[config.mk]
export PLATFORM = sky130hd
export DESIGN_NAME = meteor_field_flat
export DESIGN_NICKNAME = d
export VERILOG_FILES = /design/src/rtl/meteor_field_if.sv /design/src/rtl/meteor_field.sv /design/src/flat_wrapper.sv
export SDC_FILE = /design/constraint.sdc
export NUM_CORES = 1
export LEC_CHECK = 0
export CAP_MARGIN = 20
export CORE_MARGIN = 4
export CORE_UTILIZATION = 35
export CTS_BUF_LIST = sky130_fd_sc_hd__clkbuf_4 sky130_fd_sc_hd__clkbuf_8
export DETAILED_ROUTE_END_ITERATION = 16
export PLACE_DENSITY = 0.67
export REMOVE_ABC_BUFFERS = 1
export SETUP_SLACK_MARGIN = 0.2
export SKIP_LAST_GASP = 1
export SYNTH_ARGS = -nofsm -noshare
export SYNTH_HDL_FRONTEND = slang
export SYNTH_SLANG_ARGS = --single-unit
[constraint.sdc]
create_clock -name frame_clk -period 6.48 [get_ports frame_clk]
set_input_delay 1.944 -clock frame_clk [delete_from_list [all_inputs] [get_ports frame_clk]]
set_output_delay 1.944 -clock frame_clk [all_outputs]
set_load 0.005 [all_outputs]
[src/rtl/meteor_field_if.sv]
// Bundles meteor_field's game-control inputs with its meteor, score and state outputs.
// The design connects through the slave modport; the player-ball/display side uses master.
interface meteor_field_if;
  logic        game_start;
  logic        Ball_die;
  logic [9:0]  enemy_x     [4];
  logic [9:0]  enemy_y     [4];
  logic [9:0]  enemy_size  [4];
  logic        enemy_alive [4];
  logic [15:0] dodged_count;
  logic [1:0]  game_state;

  modport master (
    output game_start, Ball_die,
    input  enemy_x, enemy_y, enemy_size, enemy_alive, dodged_count, game_state
  );

  modport slave (
    input  game_start, Ball_die,
    output enemy_x, enemy_y, enemy_size, enemy_alive, dodged_count, game_state
  );
endinterface

[src/rtl/meteor_field.sv]
// Four-slot falling-meteor field with LFSR spawning and a dodge counter.
// Optional METEOR_SPEEDUP_EN shortens the spawn period every 16 dodges, down to 8 frames.
module meteor_field #(
  parameter int          SPAWN_PERIOD = 60,
  parameter int          Y_LIMIT      = 480,
  parameter logic [15:0] LFSR_SEED    = 16'hACE1
) (
  input logic           frame_clk,
  input logic           Reset,
  meteor_field_if.slave bus
);

  typedef enum logic [1:0] {IDLE = 2'b00, RUN = 2'b01, OVER = 2'b10} state_t;

  state_t      state, next_state;
  logic [15:0] lfsr;
  logic [9:0]  timer, period;
  logic [9:0]  x_r [4];
  logic [9:0]  y_r [4];
  logic [9:0]  size_r [4];
  logic [2:0]  speed [4];
  logic [3:0]  alive;
  logic [15:0] dodged;

  logic [10:0] sum [4];
  logic [3:0]  retire;
  logic [2:0]  retire_cnt;
  logic [16:0] dodged_sum;
  logic [15:0] dodged_next;
  logic        free_ok;
  logic [1:0]  free_idx;
  logic        start_play;

  always_comb begin
    next_state = state;
    case (state)
      IDLE:    if (bus.game_start)  next_state = RUN;
      RUN:     if (bus.Ball_die)    next_state = OVER;
      OVER:    if (!bus.game_start) next_state = IDLE;
      default: next_state = IDLE;
    endcase
  end

  assign start_play = (state == IDLE) && (next_state == RUN);

  // Free slot is chosen from frame-start liveness, so a slot retiring this frame is never reused.
  always_comb begin
    free_ok    = 1'b0;
    free_idx   = 2'd0;
    retire     = 4'b0000;
    retire_cnt = 3'd0;
    for (int i = 3; i >= 0; i--) begin
      if (!alive[i]) begin
        free_ok  = 1'b1;
        free_idx = 2'(i);
      end
    end
    for (int i = 0; i < 4; i++) begin
      sum[i]     = {1'b0, y_r[i]} + {8'b0, speed[i]};
      retire[i]  = alive[i] && (sum[i] >= 11'(Y_LIMIT));
      retire_cnt = retire_cnt + {2'b00, retire[i]};
    end
    dodged_sum  = {1'b0, dodged} + {14'b0, retire_cnt};
    dodged_next = dodged_sum[16] ? 16'hFFFF : dodged_sum[15:0];
  end

  always_ff @(posedge frame_clk or negedge Reset) begin
    if (!Reset) begin
      state  <= IDLE;
      lfsr   <= LFSR_SEED;
      timer  <= 10'(SPAWN_PERIOD);
      alive  <= 4'b0000;
      dodged <= 16'd0;
      for (int i = 0; i < 4; i++) begin
        x_r[i]    <= 10'd0;
        y_r[i]    <= 10'd0;
        size_r[i] <= 10'd0;
        speed[i]  <= 3'd0;
      end
    end else begin
      state <= next_state;
      lfsr  <= {lfsr[14:0], lfsr[15] ^ lfsr[13] ^ lfsr[12] ^ lfsr[10]};
      if (start_play) begin
        alive  <= 4'b0000;
        dodged <= 16'd0;
        timer  <= 10'(SPAWN_PERIOD);
      end else if (state == RUN) begin
        for (int i = 0; i < 4; i++) begin
          if (alive[i]) begin
            y_r[i] <= sum[i][9:0];
            if (retire[i]) alive[i] <= 1'b0;
          end
        end
        dodged <= dodged_next;
        if (timer == 10'd1) begin
          timer <= period;
          if (free_ok) begin
            alive[free_idx]  <= 1'b1;
            x_r[free_idx]    <= {1'b0, lfsr[8:0]} + 10'd16;
            y_r[free_idx]    <= 10'd0;
            size_r[free_idx] <= {4'b0, {1'b0, lfsr[1:0]} + 3'd1, 3'b000};
            speed[free_idx]  <= {1'b0, lfsr[3:2]} + 3'd1;
          end
        end else begin
          timer <= timer - 10'd1;
        end
      end
    end
  end

`ifdef METEOR_SPEEDUP_EN
  // A change in dodged[15:4] means the score just crossed a multiple of 16.
  always_ff @(posedge frame_clk or negedge Reset) begin
    if (!Reset) begin
      period <= 10'(SPAWN_PERIOD);
    end else if (start_play) begin
      period <= 10'(SPAWN_PERIOD);
    end else if (state == RUN && dodged_next[15:4] != dodged[15:4]) begin
      period <= (period >= 10'd12) ? period - 10'd4 : 10'd8;
    end
  end
`else
  assign period = 10'(SPAWN_PERIOD);
`endif

  always_comb begin
    for (int i = 0; i < 4; i++) begin
      bus.enemy_x[i]     = x_r[i];
      bus.enemy_y[i]     = y_r[i];
      bus.enemy_size[i]  = size_r[i];
      bus.enemy_alive[i] = alive[i];
    end
    bus.dodged_count = dodged;
    bus.game_state   = state;
  end

endmodule

[src/flat_wrapper.sv]
// flat-port wrapper written by rule: the top's interface ports become plain ports
module meteor_field_flat 
#(
  parameter int          SPAWN_PERIOD = 60,
  parameter int          Y_LIMIT      = 480,
  parameter logic [15:0] LFSR_SEED    = 16'hACE1
)
  (frame_clk, Reset, bus_game_start, bus_Ball_die, bus_enemy_x, bus_enemy_y, bus_enemy_size, bus_enemy_alive, bus_dodged_count, bus_game_state);
  meteor_field_if bus_i ();
  input logic frame_clk;
  input logic Reset;
  input wire logic [$bits(bus_i.game_start)-1:0] bus_game_start;
  input wire logic [$bits(bus_i.Ball_die)-1:0] bus_Ball_die;
  output wire logic [$bits(bus_i.enemy_x)-1:0] bus_enemy_x;
  output wire logic [$bits(bus_i.enemy_y)-1:0] bus_enemy_y;
  output wire logic [$bits(bus_i.enemy_size)-1:0] bus_enemy_size;
  output wire logic [$bits(bus_i.enemy_alive)-1:0] bus_enemy_alive;
  output wire logic [$bits(bus_i.dodged_count)-1:0] bus_dodged_count;
  output wire logic [$bits(bus_i.game_state)-1:0] bus_game_state;
  assign bus_i.game_start = bus_game_start;
  assign bus_i.Ball_die = bus_Ball_die;
  assign bus_enemy_x = {>>{bus_i.enemy_x}};
  assign bus_enemy_y = {>>{bus_i.enemy_y}};
  assign bus_enemy_size = {>>{bus_i.enemy_size}};
  assign bus_enemy_alive = {>>{bus_i.enemy_alive}};
  assign bus_dodged_count = bus_i.dodged_count;
  assign bus_game_state = bus_i.game_state;
  meteor_field #(.SPAWN_PERIOD(SPAWN_PERIOD), .Y_LIMIT(Y_LIMIT), .LFSR_SEED(LFSR_SEED)) u_core (.frame_clk(frame_clk), .Reset(Reset), .bus(bus_i));
endmodule
==> results of run 1 <==
-- report_power, final --
group / internal [mW] / switching [mW] / leakage, nW
clock: 0.426 / 0.363 / 0.209
sequential: 0.992 / 0.0609 / 2.07
combinational: 0.129 / 0.237 / 1.85
total: 1.55 / 0.661 / 4.13
-- state kept, by name (all words and copies together) (netlist names) --
register	count
u_core.alive	4
u_core.timer	10
u_core.bus.dodged_count	16
u_core.bus.enemy_x	40
u_core.bus.enemy_size	12
u_core.lfsr	16
u_core.bus.game_state	2
u_core.speed	12
u_core.bus.enemy_y	40
-- how the worst max path moves through the flow --
stage,end,cells after the start,slack [ns]
global placement,u_core.bus.dodged_count[0],20,1.61
CTS,u_core.bus.dodged_count[2],20,1.38
global route,u_core.bus.dodged_count[0],20,0.89
floorplan,u_core.bus.dodged_count[10],20,1.92
finish,u_core.bus.dodged_count[2],20,1.33
detailed placement,u_core.bus.dodged_count[2],20,1.37
-- final cells by class --
class                           instances  area (sq um)
Inverter                               20          75.1
Clock buffer                           19           249
Timing Repair Buffer                  124          1230
Tap cell                              275           344
Multi-Input combinational cell        583          3380
Clock inverter                         12           175
Fill cell                            2037         11800
Sequential cell                       152          3820
-- kinds of logic after synthesis --
logic type | after synthesis
AO/OA/AOI/OAI | 166
adder cells (fa/ha/maj) | 28
buffers and inverters | 79
AND/OR/NAND/NOR | 319
other | 1
XOR/XNOR | 26
flip-flops | 152
multiplexers | 16
-- synthesized netlist by cell type, types with 3 or more instances --
library cell    n  area, sq um
a211oi_1        4         30.0
a21o_1          7         52.6
a21oi_1        37          185
a221o_1         3         30.0
a22o_1          9         78.8
and2_0          3         18.8
and3_1          8         50.1
buf_2           8         40.0
buf_4          28          210
clkbuf_1       21         78.8
dfrtp_1       140         3500
dfstp_2        12          315
fa_1            6          120
ha_1           22          275
inv_1          20         75.1
mux2_2         12          135
mux2i_1         4         40.0
nand2_1       164          616
nand2b_1        3         18.8
nand3_1        20          100
nand4_1         7         43.8
nor2_1         48          180
nor2b_1        12         75.1
nor3_1         17         85.1
nor3b_1         3         22.5
nor4_1          5         31.3
o211ai_1        6         45.0
o21ai_0        73          365
o21ai_1         4         20.0
o31ai_1         3         22.5
or2_2           4         25.0
or3_1          10         62.6
xnor2_1        16          140
xor2_1         10         87.6
-- per-stage QoR --
stage               cell area (sq um)  worst slack (ns)
floorplan                        7280              1.92
global placement                 8840              1.61
detailed placement               8850              1.37
CTS                              9280              1.38
global route                     9280             0.891
finish                           9280              1.33
-- worst max-delay path, stage by stage (launching register included) --
cell	delay, ns
dfrtp_1	0.37
ha_1	0.17
inv_1	0.05
fa_1	0.37
nor2b_1	0.21
o21ai_0	0.25
nor3_1	0.25
a21oi_1	0.07
o21ai_0	0.21
and2_1	0.16
ha_1	0.25
fa_1	0.39
ha_1	0.30
inv_1	0.06
fa_1	0.44
nor2b_1	0.17
o2111a_1	0.22
and2_0	0.28
nand2b_1	0.16
nor3_1	0.51
a221o_1	0.19
-- routing by layer --
layer / GRT usage (%) / vias up / routed length, microns
met3: 3.27 / 21 / 727
li1: - / 2885 / -
met4: 5.17 / 0 / 370
met5: 0 / - / 0
met2: 25.6 / 142 / 8870
met1: 21.8 / 2836 / 8800
==> results.sh, run 1 <==
export IMPL_synth_seq_cells=152
export IMPL_placeableCoreArea_sq_um=21100
export IMPL_port_buffer_count=117
export IMPL_grt_start_max_net_pins=64
export IMPL_routed_wirelength_microns=18800
export IMPL_finClkSkew_ns=0.0116
export IMPL_netlist_instances=787
export IMPL_num_ports=146
export IMPL_cts_clk_slew_worst_paths_ns=0.08
export IMPL_post_drt_wl_per_cell_microns=15.8
export IMPL_detailedPlacementHpwl_microns=13100
export IMPL_layout_worst_path_cycle_share_pct=79.4
export IMPL_seq_area_frac_synth_pct=50.8
export IMPL_fin_tns_setup_ns=0
export IMPL_critical_path_required_ns=6.86
export IMPL_timing_max_slew_rel_slack_pct=27.1
export IMPL_hold_path_endpoint="u_core.lfsr[15]"
export IMPL_num_vias=5884
export IMPL_power_density_nw_per_um2=238
export IMPL_vias_per_cell=4.97
export IMPL_timing_critical_path_arrival_ns=5.53
export IMPL_crit_path_end_kind="register"
export IMPL_critical_path_class="register to register"
export IMPL_syn2layout_area_growth_pct=23.4
export IMPL_end_of_the_worst_register_to_register_path="u_core.bus.dodged_count[2]"
export IMPL_layout_commonest_cell="nand2_1"
export IMPL_dieWidth_microns=155
export IMPL_die_height_microns=155
export IMPL_grt_first_pass_wirelength_microns=30700
export IMPL_route_detailed_drc=0
export IMPL_number_of_diodes=0
export IMPL_finish_net_count=930
export IMPL_fin_cells=1185
export IMPL_dr_pass1_iters=5
export IMPL_status="completed"
export IMPL_drive_gt1_share_pct=8.57
export IMPL_cts_htree_levels=4
export IMPL_synthDistinctLibCells=66
export IMPL_globalRouteOverflowTotal=0
export IMPL_cts_tree="yes"
export IMPL_hp_class="register to register"
export IMPL_max_cap_violations=0
export IMPL_min_delay_path_depth=0
export IMPL_first_global_vias=5724
export IMPL_most_common_layout_cells="nand2_1, dfrtp_1, clkdlybuf4s50_1"
export IMPL_ant_nets=0
export IMPL_synth_edf_count=0
export IMPL_p_leak_nw=4.13
export IMPL_synth_async_sr_flop_share_pct=100
export IMPL_finalCriticalPeriod_ns=5.15
export IMPL_weighted_congestion_at_the_end_of_routability_driven_global_placement=0.849
export IMPL_post_cts_resized=0
export IMPL_power_total_mw=2.21
export IMPL_clkSinkCount=152
export IMPL_final_core_utilization_pct=44.0
export IMPL_post_synth_simple_gate_area_pct=19.6
export IMPL_post_place_cells=1154
export IMPL_number_of_failing_hold_endpoints_at_the_final_stage=0
export IMPL_worst_vdd_rail_ir_drop_mv=0.119
export IMPL_synth_compound_gate_area_share_pct=13.4
export IMPL_post_synth_instance_area_sq_um=7520
export IMPL_cts_hold_buf=0
export IMPL_post_synth_mux_area_share_pct=2.33
export IMPL_grt_setup_unrepaired="false"
export IMPL_maxClockFrequency_mhz=194
export IMPL_postSynth_topFlopCell="dfrtp_1"
export IMPL_tightestPinTransition_ns=1.09
export IMPL_post_cts_setup_buffer_count=0
export IMPL_synth_avg_cell_area_sq_um=9.55
export IMPL_first_iter_violations=346
export IMPL_r2r_start="u_core.bus.enemy_y[20]"
export IMPL_setup_reg_to_reg_worst_slack_ns=1.33
export IMPL_cts_buffers=17
export IMPL_std_cell_rows=53
export IMPL_finalSetupViolCount=0
export IMPL_hold_path_startpoint="u_core.lfsr[14]"
export IMPL_worstRegToRegCells=20
export IMPL_worstPathMaxFanout=6
export IMPL_finalHoldWorstSlack_ns=0.356
export IMPL_clock_root_buffer="clkbuf_8"
export IMPL_die_area_sq_um=23900
export IMPL_worst_skew_pair_late_latency_ns=0.45
export IMPL_antenna_violations_before_repair=0
export IMPL_worstSetupStartpoint="u_core.bus.enemy_y[20]"
export IMPL_clock_path_buffers=2
export IMPL_initial_utilization_pct=35.7
export IMPL_yosys_area_share_adder_pct=5.26
export IMPL_global_route_usage_total_pct=16.0
export IMPL_synth_top_family_by_area="simple AND/OR/NAND/NOR gates"
export IMPL_crit_path_start_kind="register"
export IMPL_timing_max_transition_violations_final=0
export IMPL_count_of_synthesis_stage_warnings_from_yosys=0
export IMPL_post_synth_xor_area_fraction_pct=3.03
(Power assumes the default switching activity.)
==> run 2, diff against run 1 <==
Settings changed: PLACE_DENSITY 0.67 to 0.69.
Clock period 6.48 ns to 4.35 ns, I/O delays scaled along.
==> run 2 against run 1 <==
  * The run now ends with negative setup slack left
  * Clock power up 55%
  * Maximum frequency is 17% higher
  * Cell count grew 8.5%
  * Sequential power up 49%
  * Critical path depth shrank 1
  * Routed wire length increased by 14%
  * Design area grew 11%
  * First-iteration DRC count grew 27%
  * Count of clock-buffer cells in the layout increased by 2
  * Register-to-register slack worse by 1.4 ns
  * Via count is 11% higher
  * Sequential share of layout area shrank 4.2 points
==> results.sh, run 2 (same netlist as run 1, synthesis figures left out) <==
export IMPL_crit_path_start_kind="register"
export IMPL_hp_class="register to register"
export IMPL_cp_cell_sequence="ha_2 -> inv_2 -> fa_2 -> nor4bb_4 -> nand4_1 -> o211ai_1 -> a31oi_1 -> nor2b_1 -> ha_1 -> fa_2 -> ha_4 -> inv_2 -> fa_2 -> nor2b_4 -> o2111a_1 -> and2_4 -> nand2b_4 -> or3_4 -> o211ai_1"
export IMPL_clkSinkCount=152
export IMPL_syn2layout_area_growth_pct=37.5
export IMPL_die_area_sq_um=23900
export IMPL_critical_path_buffer_and_inverter_count=2
export IMPL_cts_htree_levels=4
export IMPL_finalCriticalPeriod_ns=4.40
export IMPL_timing_max_transition_violations_final=0
export IMPL_p_leak_nw=4.71
export IMPL_num_ports=146
export IMPL_critical_path_class="register to register"
export IMPL_grt_start_max_net_pins=78
export IMPL_layout_setup_ws_ns=-0.0503
export IMPL_timing_max_slew_rel_slack_pct=32.6
export IMPL_grt_first_pass_wirelength_microns=34500
export IMPL_maxClockFrequency_mhz=227
export IMPL_cts_hold_buf=0
export IMPL_post_place_cells=1213
export IMPL_finalSetupViolCount=6
export IMPL_setup_reg_to_reg_worst_slack_ns=-0.05
export IMPL_drive_gt1_share_pct=21.2
export IMPL_design_area_sq_um=10300
export IMPL_r2r_start="u_core.speed[9]"
export IMPL_finish_net_count=1030
export IMPL_fin_cells=1286
export IMPL_tightestPinTransition_ns=1.01
export IMPL_number_of_diodes=0
export IMPL_finClkSkew_ns=0.0137
export IMPL_weighted_congestion_at_the_end_of_routability_driven_global_placement=0.860
export IMPL_die_height_microns=155
export IMPL_ant_nets=0
export IMPL_route_detailed_drc=0
export IMPL_first_iter_violations=439
export IMPL_cts_buffers=17
export IMPL_layout_commonest_cell="nand2_1"
export IMPL_global_route_usage_total_pct=17.9
export IMPL_globalRouteOverflowTotal=0
export IMPL_vias_per_cell=5.06
export IMPL_hold_path_startpoint="u_core.lfsr[9]"
export IMPL_port_buffer_count=117
export IMPL_first_global_vias=6377
export IMPL_max_cap_violations=0
export IMPL_status="complete, but fails checks"
export IMPL_post_drt_wl_per_cell_microns=16.6
export IMPL_worstPathMaxFanout=5
export IMPL_number_of_failing_hold_endpoints_at_the_final_stage=0
export IMPL_layout_worst_path_cycle_share_pct=101
export IMPL_placeableCoreArea_sq_um=21100
export IMPL_dr_pass1_iters=5
export IMPL_timing_critical_path_arrival_ns=4.77
export IMPL_worst_path_largest_cell_delay_ns=0.56
export IMPL_detailedPlacementHpwl_microns=14100
export IMPL_cts_clk_slew_worst_paths_ns=0.08
export IMPL_placedInstanceArea_sq_um=9290
export IMPL_antenna_violations_before_repair=0
export IMPL_worst_vdd_rail_ir_drop_mv=0.258
export IMPL_crit_path_end_kind="register"
export IMPL_num_vias=6507
export IMPL_slowest_stage="fa_2"
export IMPL_fillerInstances=1965
export IMPL_power_density_nw_per_um2=329
export IMPL_violations_in_the_final_reports="negative setup slack"
export IMPL_cp_top_family="adder cells"
export IMPL_routed_wirelength_microns=21300
export IMPL_dieWidth_microns=155
export IMPL_std_cell_rows=53
export IMPL_worst_skew_pair_late_latency_ns=0.46
export IMPL_critical_path_required_ns=4.72
export IMPL_cts_tree="yes"
export IMPL_clock_root_buffer="clkbuf_8"
export IMPL_worstSetupStartpoint="u_core.speed[9]"
export IMPL_initial_utilization_pct=35.7
export IMPL_grt_setup_unrepaired="true"
export IMPL_most_common_layout_cells="nand2_1, dfrtp_1, clkdlybuf4s50_1"
export IMPL_clock_path_buffers=2
export IMPL_crit_top_cell="fa_2"
[run 2: cell types whose count changed in the layout (fill, tap and decap cells not counted), sizes merged]
cell / previous run / this run
clkinvlp: 3 / 2
clkinv: 3 / 4
or3: 10 / 11
inv: 22 / 21
clkbuf: 19 / 21
buf: 8 / 107
[run 2: area by class of cell]
cell class | instances | area, sq um | share of cell area [%]
Inverter | 20 | 75.1 | 0.726
Multi-Input combinational cell | 584 | 3600 | 34.8
Clock inverter | 11 | 171 | 1.66
Tap cell | 275 | 344 | 3.33
Sequential cell | 152 | 3820 | 36.9
Timing Repair Buffer | 223 | 2060 | 19.9
Clock buffer | 21 | 277 | 2.67
[run 2: where the power goes]
part           internal, mW  switching, mW  total (mW)
combinational         0.226          0.407       0.632
sequential             1.48         0.0789        1.56
clock                 0.670          0.546        1.22
[run 2: timing repair]
item	in CTS	in global routing
gates resized for setup	40	39
setup endpoints to repair	16	17
pin swaps	23	14
gates cloned	1	0
buffers inserted	36	4
[run 2: final timing paths]
| path | to | depth (start not counted) |
|---|---|---|
| min in group asynchronous | u_core.bus.enemy_x[1] | 1 |
| hold / removal | u_core.lfsr[10] | 0 |
| setup reg to reg | u_core.bus.dodged_count[8] | 19 |
| max in group asynchronous | u_core.timer[4] | 2 |
| setup / recovery | u_core.bus.dodged_count[8] | 19 |
| hold reg to reg | u_core.lfsr[10] | 0 |
[run 2: layer usage]
metal	share of wire (%)	up-vias	GRT usage, %
met5	0	-	0
met3	5.1	37	2.97
met4	2.2	0	6.56
li1	-	3087	-
met1	43	3180	23.4
met2	49	203	30.1
[run 2: stage by stage]
step           setup TNS [ns]  util, %  worst slack (ns)  hold slack [ns]  power [mW]
5_1_grt                 -2.93     49.0            -0.249            0.356        3.57
6_report               -0.174     49.0           -0.0503            0.356        3.41
2_1_floorplan           -1.95        -            -0.209            0.333        1.88
3_3_place_gp            -1.04     44.1            -0.116            0.337        2.16
4_1_cts                     0     48.1            0.0944            0.357        3.41
3_5_place_dp            -3.73     44.1            -0.321            0.343        2.18
==> run 3, diff against run 2 <==
Settings changed: CTS_BUF_LIST sky130_fd_sc_hd__clkbuf_4 sky130_fd_sc_hd__clkbuf_8 to default.
==> run 3 against run 2 <==
  * Register-to-register slack improved by 0.12 ns
  * Critical endpoint unchanged
  * Largest cell class unchanged
  * Worst hold slack got worse by 0.0057 ns
  * Non-clock buffer count fell by 21
  * Via count fell by 2.4%
  * Critical path type unchanged
  * The run now ends clean
  * Sequential share of layout area rose by 0.29 points
  * Core utilization fell by 0.39 points
  * Largest power group is now clock
  * Global-route usage fell by 0.61 points
  * Clock skew fell by 0.0056 ns
  * Sequential power barely moved
  * Clock power rose by 30%
  * Critical path depth did not move
  * Routed wire length fell by 4.4%
==> results.sh, run 3 (same netlist as run 1, synthesis figures left out) <==
export IMPL_fillerInstances=1941
export IMPL_r2r_start="u_core.speed[9]"
export IMPL_preCtsSetupSlack_ns=-0.321
export IMPL_layout_worst_path_cycle_share_pct=98.3
export IMPL_status="completed"
export IMPL_number_of_diodes=0
export IMPL_cts_clk_slew_worst_paths_ns=0.06
export IMPL_worst_path_largest_cell_delay_ns=0.58
export IMPL_hp_class="register to register"
export IMPL_regArea_sq_um=3820
export IMPL_grt_start_max_net_pins=78
export IMPL_end_of_the_worst_register_to_register_path="u_core.bus.dodged_count[8]"
export IMPL_worstPathMaxFanout=5
export IMPL_slowest_stage="fa_2"
export IMPL_crit_top_cell="fa_2"
export IMPL_cts_tree="yes"
export IMPL_routed_wirelength_microns=20400
export IMPL_finish_net_count=1009
export IMPL_port_buffer_count=117
export IMPL_weighted_congestion_at_the_end_of_routability_driven_global_placement=0.860
export IMPL_initial_utilization_pct=35.7
export IMPL_critical_path_class="register to register"
export IMPL_fin_cells=1265
export IMPL_power_internal_mw=2.70
export IMPL_timing_max_slew_rel_slack_pct=33.4
export IMPL_detailedPlacementHpwl_microns=14100
export IMPL_sw_frac_of_total_pct=28.3
export IMPL_crit_path_end_kind="register"
export IMPL_placeableCoreArea_sq_um=21100
export IMPL_first_global_vias=6288
export IMPL_worstRegToRegCells=19
export IMPL_p_clk_share_pct=41.9
export IMPL_maxClockFrequency_mhz=234
export IMPL_layout_commonest_cell="nand2_1"
export IMPL_timing_max_transition_violations_final=0
export IMPL_grt_first_pass_wirelength_microns=33600
export IMPL_first_iter_violations=413
export IMPL_worstSetupStartpoint="u_core.speed[9]"
export IMPL_route_detailed_drc=0
export IMPL_die_area_sq_um=23900
export IMPL_post_drt_wl_per_cell_microns=16.1
export IMPL_p_leak_nw=4.65
export IMPL_clock_path_buffers=2
export IMPL_cts_htree_levels=4
export IMPL_crit_path_start_kind="register"
export IMPL_vias_per_cell=5.02
export IMPL_antenna_violations_before_repair=0
export IMPL_dieWidth_microns=155
export IMPL_globalRouteOverflowTotal=0
export IMPL_timing_critical_path_arrival_ns=4.61
export IMPL_num_ports=146
export IMPL_power_density_nw_per_um2=367
export IMPL_power_total_mw=3.76
export IMPL_global_route_usage_total_pct=17.3
export IMPL_cts_buffers=17
export IMPL_most_common_layout_cells="nand2_1, dfrtp_1, clkdlybuf4s50_1"
export IMPL_finClkSkew_ns=0.00816
export IMPL_max_cap_violations=0
export IMPL_ant_nets=0
export IMPL_clock_root_buffer="clkbuf_16"
export IMPL_grt_setup_unrepaired="true"
export IMPL_crit_end="u_core.bus.dodged_count[8]"
export IMPL_tightestPinTransition_ns=0.999
export IMPL_dr_pass1_iters=5
export IMPL_p_sw_mw=1.06
export IMPL_syn2layout_area_growth_pct=36.4
export IMPL_post_place_cells=1213
export IMPL_critical_path_required_ns=4.68
export IMPL_die_height_microns=155
export IMPL_worst_vdd_rail_ir_drop_mv=0.240
export IMPL_setup_reg_to_reg_worst_slack_ns=0.07
export IMPL_finalHoldWorstSlack_ns=0.351
export IMPL_cp_cell_sequence="ha_2 -> inv_2 -> fa_2 -> nor4bb_2 -> nand4_1 -> o211ai_1 -> a31oi_1 -> nor2b_1 -> ha_1 -> fa_2 -> ha_4 -> inv_2 -> fa_2 -> nor2b_4 -> o2111a_1 -> and2_4 -> nand2b_4 -> or3_4 -> o211ai_1"
export IMPL_multi_input_comb_area_sq_um=3570
export IMPL_clkSinkCount=152
export IMPL_finalSetupViolCount=0
export IMPL_layout_setup_ws_ns=0.0718
export IMPL_std_cell_rows=53
export IMPL_final_core_utilization_pct=48.6
export IMPL_drive_gt1_share_pct=19.0
export IMPL_power_frac_seq_pct=41.4
export IMPL_comb_power_share_pct=16.7
export IMPL_finalCriticalPeriod_ns=4.28
export IMPL_num_vias=6350
export IMPL_cts_hold_buf=0
export IMPL_worst_skew_pair_late_latency_ns=0.42
export IMPL_number_of_failing_hold_endpoints_at_the_final_stage=0
-- run 3: cell type report --
cell class	instances	area share, %
flip-flops and latches	152	37.2
inverters	20	0.732
well taps	275	3.35
repair buffers	202	17.8
clock inverters	11	1.67
multi-input cells	584	34.8
clock buffers	21	4.49
-- run 3: how the worst min path moves through the flow --
| stage | from | endpoint | cells after the start |
|---|---|---|---|
| after global routing | u_core.lfsr[9] | u_core.lfsr[10] | 0 |
| after floorplan | u_core.lfsr[9] | u_core.lfsr[10] | 0 |
| after detailed placement | u_core.lfsr[14] | u_core.lfsr[15] | 0 |
| final | u_core.lfsr[9] | u_core.lfsr[10] | 0 |
| after global placement | u_core.lfsr[9] | u_core.lfsr[10] | 0 |
| after CTS | u_core.lfsr[9] | u_core.lfsr[10] | 0 |
-- run 3: stage by stage --
stage / instance area [sq um] / setup TNS [ns]
after floorplan: 7280 / -1.95
after global placement: 9290 / -1.04
after detailed placement: 9290 / -3.73
after CTS: 10200 / 0
after global routing: 10300 / -1.35
final: 10300 / 0
-- run 3: power groups by stage --
stage          registers [mW]  logic (mW)  clock network, mW
3_5_place_dp             1.58       0.596                  0
2_1_floorplan            1.58       0.307                  0
6_report                 1.56       0.628               1.58
4_1_cts                  1.56       0.605               1.61
3_3_place_gp             1.58       0.581                  0
5_1_grt                  1.57       0.702               1.67
-- run 3: routing by layer --
metal / track usage (%) / vias up / wire (microns)
li1: - / 3047 / -
met1: 23.0 / 3103 / 9170
met2: 28.7 / 168 / 9910
met3: 2.94 / 32 / 865
met4: 6.10 / 0 / 420
met5: 0 / - / 0
-- run 3: worst max-delay path: cells and delay by family (launching register included) --
family	cells	cell delay, ns
flops	1	0.35
buf+inv	2	0.08
compound gates	4	0.66
fa+ha+maj	6	1.98
simple gates	7	1.13
-- run 3: what timing repair did --
item | in CTS | in global routing
buffers inserted | 15 | 4
resized for setup | 34 | 19
cloned | 1 | 0
pin swaps | 19 | 15
endpoints found under the setup margin | 16 | 16
